`config.mk`:
```
export PLATFORM = sky130hd
export DESIGN_NAME = pulse_monitor
export DESIGN_NICKNAME = d
export VERILOG_FILES = /design/src/rtl/pulse_monitor.sv
export SDC_FILE = /design/constraint.sdc
export NUM_CORES = 2
export LEC_CHECK = 0
export BUFFER_PORTS_ARGS = -buffer_cell sky130_fd_sc_hd__buf_2
export CAP_MARGIN = 5
export CORE_ASPECT_RATIO = 0.9
export CORE_MARGIN = 2
export CORE_UTILIZATION = 25
export CTS_CLUSTER_DIAMETER = 200
export DETAILED_ROUTE_END_ITERATION = 8
export HOLD_SLACK_MARGIN = 0.1
export PLACE_DENSITY = 0.43
export SLEW_MARGIN = 10
export SYNTH_ARGS = -nofsm -noshare
export SYNTH_HDL_FRONTEND = slang
export SYNTH_SLANG_ARGS = --single-unit
```
`constraint.sdc`:
```
create_clock -name clk -period 5.43 [get_ports clk]
set_input_delay 0.2715 -clock clk [delete_from_list [all_inputs] [get_ports clk]]
set_output_delay 0.2715 -clock clk [all_outputs]
set_load 0.01 [all_outputs]
```
`src/rtl/pulse_monitor.sv`:
```
// Purpose : per-channel pulse statistics (edge count, high time, longest pulse,
//           last-rise timestamp) with an atomic shadow snapshot behind a local register port.
// Latency : pulse_in to counter update is 2 clk edges; register reads return 1 cycle after local_ren.
// Backpressure: none; every read strobe is answered on the next cycle and back-to-back reads are accepted.
//
// Ports:
//   clk, rst                    sole clock, synchronous active-high reset
//   pulse_in[NUM_CHANNELS]      monitored lines, synchronous to clk
//   local_waddr/wen/wdata       word-addressed register write port
//   local_raddr/ren             word-addressed register read request
//   local_rdata/rdatavalid      read response, valid one cycle after local_ren
module pulse_monitor #(
    parameter int NUM_CHANNELS       = 2,
    parameter int C_S_AXI_DATA_WIDTH = 32,
    parameter int C_S_AXI_ADDR_WIDTH = 12
) (
    input  logic                            clk,
    input  logic                            rst,
    input  logic [NUM_CHANNELS-1:0]         pulse_in,
    input  logic [C_S_AXI_ADDR_WIDTH-3:0]   local_waddr,
    input  logic                            local_wen,
    input  logic [C_S_AXI_DATA_WIDTH-1:0]   local_wdata,
    input  logic [C_S_AXI_ADDR_WIDTH-3:0]   local_raddr,
    input  logic                            local_ren,
    output logic [C_S_AXI_DATA_WIDTH-1:0]   local_rdata,
    output logic                            local_rdatavalid
);

    localparam int AW = C_S_AXI_ADDR_WIDTH - 2;

    // Word addresses (byte address >> 2).
    localparam logic [AW-1:0] A_CTRL    = AW'(0);
    localparam logic [AW-1:0] A_SNAP    = AW'(1);
    localparam logic [AW-1:0] A_CLEAR   = AW'(2);
    localparam logic [AW-1:0] A_TS      = AW'(3);
    localparam logic [AW-1:0] A_CH_BASE = AW'(64);   // byte 0x100
    localparam logic [AW-1:0] A_CH_END  = AW'(128);  // 8 channels x 8 words

    typedef enum logic {
        IDLE = 1'b0,
        HIGH = 1'b1
    } ch_state_t;

    // Input stage
    logic [NUM_CHANNELS-1:0] p_q;
    logic [NUM_CHANNELS-1:0] p_qq;

    // Control and timestamp
    logic        ctrl_en;
    logic        ctrl_cos;
    logic [31:0] ts_q;

    // Live per-channel state
    ch_state_t                     st_q   [NUM_CHANNELS];
    ch_state_t                     st_nxt [NUM_CHANNELS];
    logic [NUM_CHANNELS-1:0][31:0] edge_cnt;
    logic [NUM_CHANNELS-1:0][31:0] high_cyc;
    logic [NUM_CHANNELS-1:0][31:0] cur_w;
    logic [NUM_CHANNELS-1:0][31:0] max_w;
    logic [NUM_CHANNELS-1:0][31:0] last_ts;
    logic [NUM_CHANNELS-1:0][31:0] edge_nxt;
    logic [NUM_CHANNELS-1:0][31:0] high_nxt;
    logic [NUM_CHANNELS-1:0][31:0] cur_nxt;
    logic [NUM_CHANNELS-1:0][31:0] max_nxt;
    logic [NUM_CHANNELS-1:0][31:0] last_nxt;

    // Shadow copies seen by software
    logic [NUM_CHANNELS-1:0][31:0] sh_edge;
    logic [NUM_CHANNELS-1:0][31:0] sh_high;
    logic [NUM_CHANNELS-1:0][31:0] sh_max;
    logic [NUM_CHANNELS-1:0][31:0] sh_last;

    logic wr_ctrl;
    logic wr_snap;
    logic wr_clear;
    logic live_clr;

    logic [C_S_AXI_DATA_WIDTH-1:0] rd_mux;
    logic [2:0]                    rd_ch;
    logic [2:0]                    rd_fld;

    logic unused_wdata;
    assign unused_wdata = ^local_wdata[C_S_AXI_DATA_WIDTH-1:2];

    function automatic logic [31:0] sat_inc(input logic [31:0] v);
        return (v == 32'hFFFF_FFFF) ? v : v + 32'd1;
    endfunction

    assign wr_ctrl  = local_wen && (local_waddr == A_CTRL);
    assign wr_snap  = local_wen && (local_waddr == A_SNAP);
    assign wr_clear = local_wen && (local_waddr == A_CLEAR);
    // Clearing restarts the period; this cycle's event is applied on top of zero.
    assign live_clr = wr_clear || (wr_snap && ctrl_cos);

    always_ff @(posedge clk) begin
        if (rst) begin
            p_q      <= '0;
            p_qq     <= '0;
            ts_q     <= '0;
            ctrl_en  <= 1'b0;
            ctrl_cos <= 1'b0;
        end else begin
            p_q  <= pulse_in;
            p_qq <= p_q;
            ts_q <= ts_q + 32'd1;
            if (wr_ctrl) begin
                ctrl_en  <= local_wdata[0];
                ctrl_cos <= local_wdata[1];
            end
        end
    end

    // Next-state and counter updates. The channel counts as HIGH from the
    // detection cycle, so a line high for N cycles at p_q adds exactly N.
    always_comb begin
        for (int i = 0; i < NUM_CHANNELS; i++) begin
            st_nxt[i]   = st_q[i];
            edge_nxt[i] = live_clr ? 32'd0 : edge_cnt[i];
            high_nxt[i] = live_clr ? 32'd0 : high_cyc[i];
            cur_nxt[i]  = live_clr ? 32'd0 : cur_w[i];
            max_nxt[i]  = live_clr ? 32'd0 : max_w[i];
            last_nxt[i] = live_clr ? 32'd0 : last_ts[i];
            unique case (st_q[i])
                IDLE: begin
                    if (ctrl_en && p_q[i] && !p_qq[i]) begin
                        st_nxt[i]   = HIGH;
                        edge_nxt[i] = sat_inc(edge_nxt[i]);
                        high_nxt[i] = sat_inc(high_nxt[i]);
                        cur_nxt[i]  = 32'd1;
                        last_nxt[i] = ts_q;
                    end
                end
                HIGH: begin
                    if (!ctrl_en || !p_q[i]) begin
                        st_nxt[i] = IDLE;
                        // A pulse ending in a clearing cycle belongs to the old period.
                        if (!live_clr && (cur_w[i] > max_w[i])) begin
                            max_nxt[i] = cur_w[i];
                        end
                    end else begin
                        high_nxt[i] = sat_inc(high_nxt[i]);
                        cur_nxt[i]  = sat_inc(cur_nxt[i]);
                    end
                end
                default: st_nxt[i] = IDLE;
            endcase
        end
    end

    always_ff @(posedge clk) begin
        for (int i = 0; i < NUM_CHANNELS; i++) begin
            if (rst) begin
                st_q[i]     <= IDLE;
                edge_cnt[i] <= '0;
                high_cyc[i] <= '0;
                cur_w[i]    <= '0;
                max_w[i]    <= '0;
                last_ts[i]  <= '0;
                sh_edge[i]  <= '0;
                sh_high[i]  <= '0;
                sh_max[i]   <= '0;
                sh_last[i]  <= '0;
            end else begin
                st_q[i]     <= st_nxt[i];
                edge_cnt[i] <= edge_nxt[i];
                high_cyc[i] <= high_nxt[i];
                cur_w[i]    <= cur_nxt[i];
                max_w[i]    <= max_nxt[i];
                last_ts[i]  <= last_nxt[i];
                // Shadows take the pre-update live values.
                if (wr_snap) begin
                    sh_edge[i] <= edge_cnt[i];
                    sh_high[i] <= high_cyc[i];
                    sh_max[i]  <= max_w[i];
                    sh_last[i] <= last_ts[i];
                end
            end
        end
    end

    assign rd_ch  = local_raddr[5:3];
    assign rd_fld = local_raddr[2:0];

    always_comb begin
        rd_mux = '0;
        if (local_raddr == A_CTRL) begin
            rd_mux[1:0] = {ctrl_cos, ctrl_en};
        end else if (local_raddr == A_TS) begin
            rd_mux = ts_q;
        end else if ((local_raddr >= A_CH_BASE) && (local_raddr < A_CH_END)) begin
            for (int c = 0; c < NUM_CHANNELS; c++) begin
                if (rd_ch == 3'(c)) begin
                    case (rd_fld)
                        3'd0:    rd_mux = sh_edge[c];
                        3'd1:    rd_mux = sh_high[c];
                        3'd2:    rd_mux = sh_max[c];
                        3'd3:    rd_mux = sh_last[c];
                        default: rd_mux = '0;
                    endcase
                end
            end
        end
    end

    always_ff @(posedge clk) begin
        if (rst) begin
            local_rdata      <= '0;
            local_rdatavalid <= 1'b0;
        end else begin
            local_rdatavalid <= local_ren;
            local_rdata      <= local_ren ? rd_mux : '0;
        end
    end

endmodule

```
# Word level (Yosys, flattened, before mapping)
# Memory sizes are Yosys's and may differ from the RTL's.
# Cells that the tools add are included.
[classes] n_addsub=7 magnitude_cmp=4 eq_ne=13 n_mux=60 bitwise=5 reduce_logical=26
[op_table] cell="$mux 32" n=42
[op_table] cell="$pmux 32 s2" n=4
[op_table] cell="$pmux 32 s4" n=2
[op_table] cell="$add 32x1->32 const B" n=7
[op_table] cell="$eq 32x32->1 const B" n=6
[op_table] cell="$gt 32x32->1" n=2
[op_table] cell="$eq 10x2->1 const B" n=2
[op_table] cell="$logic_not 10->1" n=2
[op_table] cell="$logic_and 1x1->1" n=11
[op_table] cell="$eq 10x1->1 const B" n=1
[op_table] cell="$ge 10x7->1 const B" n=1
[op_table] cell="$lt 10x8->1 const B" n=1
[op_table] cell="$mux 1" n=9
[op_table] cell="$eq 3x1->1 const B" n=2
[op_table] cell="$eq 3x2->1 const B" n=2
[op_table] cell="$logic_not 1->1" n=6
[op_table] cell="$logic_not 3->1" n=2
[op_table] cell="$pmux 1 s2" n=2
[op_table] cell="$logic_or 1x1->1" n=3
[op_table] cell="$not 1->1" n=3
[op_table] cell="$reduce_or 3->1" n=1
[op_table] cell="$mux 2" n=1
[op_table] cell="$or 1x1->1" n=2
[op_table] cell="$reduce_or 2->1" n=1
[totals] reg_bits=647 ramBits=2 inputBits=58 out_inout_bits=33 elab_cells=142 memories=1
[memory_table] memory="st_q" words=2 width=1 read_ports=2 rd_ports_with_merged_regs=0 write_ports=2 line_no="54" text="ch_state_t st_q [NUM_CHANNELS];"

# Logic depth before layout (Yosys ltp)
[logic_depth] depth_word=9 depth_mapped=10 mapped_depth_nobuf=8

# Least setup slack after synthesis
# Ideal clock, no wire load.
[synth_timing] kind="register -> register" startpoint="register max_w[28] (netlist bit)" endpoint="register max_w[10] (netlist bit)" setup_ns=0.072 t_arrival_ns=2.248 required_ns=5.358 setup_slack_ns=3.110 stages_incl_launch_ff=10 n_path_buf=1 synth_period_minus_slack_ns=2.320 cell_sequence="dfxtp_1 > inv_1 > ha_1 > nand4_1 > or4_1 > nor2_1 > o31ai_1 > a31oi_1 > buf_2 > mux2i_1"
[synth_between] elab_chain_len=5
[synth_lines] item="from (decl)" line_no="59" text="logic [NUM_CHANNELS-1:0][31:0] max_w;"
[synth_lines] item="from (signal, indexed assignment)" line_no="168" text="max_w[i] <= max_nxt[i];"
[synth_lines] item="$gt 32x32->1" line_no="137" text="if (!live_clr && (cur_w[i] > max_w[i])) begin"
[synth_lines] item="$logic_and 1x1->1" line_no="137"
[synth_lines] item="$mux 32" line_no="137"
[synth_lines] item="$mux 32" line_no="134" text="if (!ctrl_en || !p_q[i]) begin"
[synth_lines] item="$mux 32" line_no="123" text="unique case (st_q[i])"
# No other way between the ends.
# A chain may end at the register's enable or synchronous reset.

# Final worst setup path
[layout_timing] startpoint="register ctrl_cos" endpoint="register cur_w[47] (netlist bit)"
[layout_between] elab_chain_len=7 elab_cells_between_ends=9 classes_between="1 x add/sub; 1 x eq/ne; 5 x mux; 2 x reduce/logical"
[layout_lines] item="from (decl)" line_no="50" text="logic ctrl_cos;"
[layout_lines] item="from (signal assigned)" line_no="108" text="ctrl_cos <= local_wdata[1];"
[layout_lines] item="$logic_and 1x1->1 (*)" line_no="93" text="assign live_clr = wr_clear || (wr_snap && ctrl_cos);"
[layout_lines] item="$logic_or 1x1->1 (*)" line_no="93"
[layout_lines] item="$mux 32 (*)" line_no="120" text="cur_nxt[i] = live_clr ? 32'd0 : cur_w[i];"
[layout_lines] item="$add 32x1->32 / $eq 32x32->1 (equally long branches)" line_no="86" text="return (v == 32'hFFFF_FFFF) ? v : v + 32'd1;"
[layout_lines] item="$mux 32" line_no="86"
[layout_lines] item="$mux 32" line_no="134"
[layout_lines] item="$pmux 32 s2 (*)" line_no="123"
[layout_lines] item="to (signal, indexed assignment)" line_no="167" text="cur_w[i] <= cur_nxt[i];"
[layout_lines] item="to (decl)" line_no="58" text="logic [NUM_CHANNELS-1:0][31:0] cur_w;"
# Every way passes the cells marked *; elsewhere a longest branch is shown, timed or not.

==> out/qor.yml <==
outcome: "finished clean"
async_reset_ff_frac: 0
slowest_stage: "nor3_2"
comb_power_share: 0.023
antenna_found_initial: 5
hold_viol: 0
cp-start-kind: "flip-flop"
die_w_um: 367
place_hpwl_um: 67100
synth_area_leaders: "dfxtp_1 (44%), nand2_1 (9.2%), a21oi_1 (7.2%)"
detail_route.wirelength_um: 101000
cp.arrival_ps: 3920
synthesis.nets: 3785
port_buffers: 60
grt_pass1_vias: 24057
setup_viol: 0
worst_hold_slack_ps: 188
drt_iter0_drc: 2006
fin_nets: 3719
coreArea_um2: 117000
fin_tns_setup_ps: 0
rr_worst_depth: 6
yosys.area.top_type_share: 0.438
worst_path_dominant_cell_family: "simple AND/OR/NAND/NOR gates"
tightest_slew_ps: 1110
crit_fanout: 14
cts_resized: 0
die_h_um: 331
cp.required_ps: 5940
seq_power_share: 0.463
insertion_delay_ps: 630
numCtsBuffers: 74
critPathKind: "flip-flop to flip-flop"
relSlewSlack: 0.260
clk_pin_slew_ps: 60
holdPathStages: 3
yosys_warnings: 0
p_int_mw: 8.04
num_rows: 119
die_area_um2: 121000
cp.depth: 6
min_period_ps: 3410
wl_per_cell_um: 19.2
final_layout_size_suffix_gt1_frac: 0.0863
synth.avg_cell_area_um2: 8.09
final_antenna_net_count: 0
clockBufferDepth: 3
gp_congestion: 0.780
cts_sinks: 649
crit_buf_inv: 0
htreeDepth: 3
skew_ps: 23.2
vdd_drop_max_mv: 0.171
syn_to_final_growth_pct: 15.3
cts_tree: "built"
pin_count: 91
synthDistinctLibCells: 80
synth-edff-count: 0
cts_setup_buffers: 0
rsz0062_at_grt: "no"
ys_ff_latch: 649
grt_pass1_wl_um: 154000
power_switching_mw: 2.27
crit_chain: "and3b_1 -> o2111ai_4 -> nand4_1 -> nor3_2 -> nor3b_1 -> mux2_2"
netlist_area_um2: 29600
fmax_ghz: 0.293
overflow: 0
synth_top_cell_by_area: "dfxtp_1"
track_usage: 0.163
clock_tree.root_cell: "clkbuf_16"
cap_violations: 0
vias_per_cell: 4.90
grt_max_degree: 195
crit_path_max_incr_delay_ps: 890
p_leak_nw: 11.1
synthCells: 3662
endpoint_kind: "flip-flop"
synth-seq-area-share: 0.438
power_density_nw_per_um2: 302
finalCritPeriodShare: 0.629
p_clk_frac: 0.515
drc: 0
start_util: 0.253
slew_violations: 0
vias: 25627
drt-pass1-iter-count: 6
sw_frac_of_total: 0.220
ys.flop_type: "dfxtp_1"
hp-class: "input port to flip-flop"
-- cell usage in the layout, fill, tap and decap left out, types with 32 or more instances in the layout --
cell and instances:
nand2_1 727, dfxtp_1 649, a21oi_1 426, nor2_1 217
nand3_1 171, or3_1 105, o21ai_0 94, inv_1 90
clkbuf_16 77, mux2i_1 75, nand2b_1 70, ha_1 65
xor2_1 63, nand4_1 61, a22oi_1 61, buf_2 59
xnor2_1 51, nor3_1 45, mux2_2 45, buf_4 45
and3_1 36, a22o_1 34, a221oi_1 32
-- worst paths after layout --
path | from | slack, ps | end
setup / recovery | ctrl_cos | 2020 | cur_w[47]
hold / removal | local_ren | 190 | local_rdata[1]
setup reg to reg | ctrl_cos | 2020 | cur_w[47]
hold reg to reg | last_ts[34] | 440 | sh_last[34]
-- state kept, by name (all words and copies together) (netlist names) --
register and flops:
cur_w 64, edge_cnt 64, high_cyc 64, last_ts 64, max_w 64, sh_edge 64
sh_high 64, sh_last 64, sh_max 64, local_rdata 32, ts_q 32, p_q 2
p_qq 2, st_q 2, ctrl_cos 1, ctrl_en 1, local_rdatavalid 1
-- final cells by class --
type                    count  area [um2]
fillers                 12705       83200
multi-input cells        2660       15400
flip-flops and latches    649       13000
clock buffers             115        2250
well taps                1573        1970
repair buffers            121         888
inverters                  90         338
clock inverters            17         297
diodes                      1        2.50
-- synth_stat cells (all sizes together), types with 15 or more instances --
library cell  instances
a21o                 17
xor2                 63
a211oi               20
nor3                 50
nor2                220
o211ai               19
o21ai                95
mux2i                75
nand4                61
nand3               171
mux2                 46
nand2b               71
a221oi               32
a22oi                61
clkbuf              205
nand2               728
buf                  58
or3                 108
o2111ai              15
nor4                 25
inv                  90
xnor2                51
a22o                 34
ha                   65
and3                 37
dfxtp               649
and4                 26
a21oi               426
-- cell families (layout without fill, tap and decap cells) --
logic type               after synthesis  after routing  synth area share
AO/OA/AOI/OAI                        800            800             0.166
XOR/XNOR                             114            114            0.0337
adder cells (fa/ha/maj)               65             65            0.0274
buffers and inverters                353            343            0.0459
flip-flops                           649            649             0.438
multiplexers                         121            121            0.0428
other                                  0              1                 0
AND/OR/NAND/NOR                     1560           1560             0.246
-- metal layers --
| metal | track usage | part of all wire | up-vias |
|---|---|---|---|
| met1 | 0.248 | 0.53 | 12333 |
| met4 | 0.0337 | 0.018 | 0 |
| met2 | 0.242 | 0.42 | 483 |
| li1 | - | - | 12691 |
| met3 | 0.0199 | 0.037 | 120 |
| met5 | 0 | 0 | - |
-- power by group through the flow --
stage               logic (mW)  registers (mW)  clock network (mW)
global route             0.249            4.77                5.65
detailed placement       0.231            4.88                   0
floorplan                0.135            4.87                   0
CTS                      0.234            4.77                5.45
global placement         0.231            4.88                   0
finish                   0.233            4.77                5.31
-- repair_timing --
item	4_1_cts	5_1_grt
hold buffers	8	0
setup endpoints to repair	0	0
hold endpoints to repair	25	0
-- per-stage QoR --
stage          instance area (um2)  utilization  total power [mW]  cells  setup slack (ps)
6_report                     34200        0.291              10.3   5226              2020
3_5_place_dp                 31500        0.269              5.11   5085              1930
5_1_grt                      34200        0.291              10.7   5225              1670
2_1_floorplan                29600            -              5.01   3662              3110
3_3_place_gp                 31500        0.269              5.11   5085              1990
4_1_cts                      34200        0.291              10.5   5225              1960
-- tightest hold or removal path: stages --
cell	delay [ps]
buf_2	150
nand2b_1	250
nor2_1	80
(Power assumes the default switching activity.)
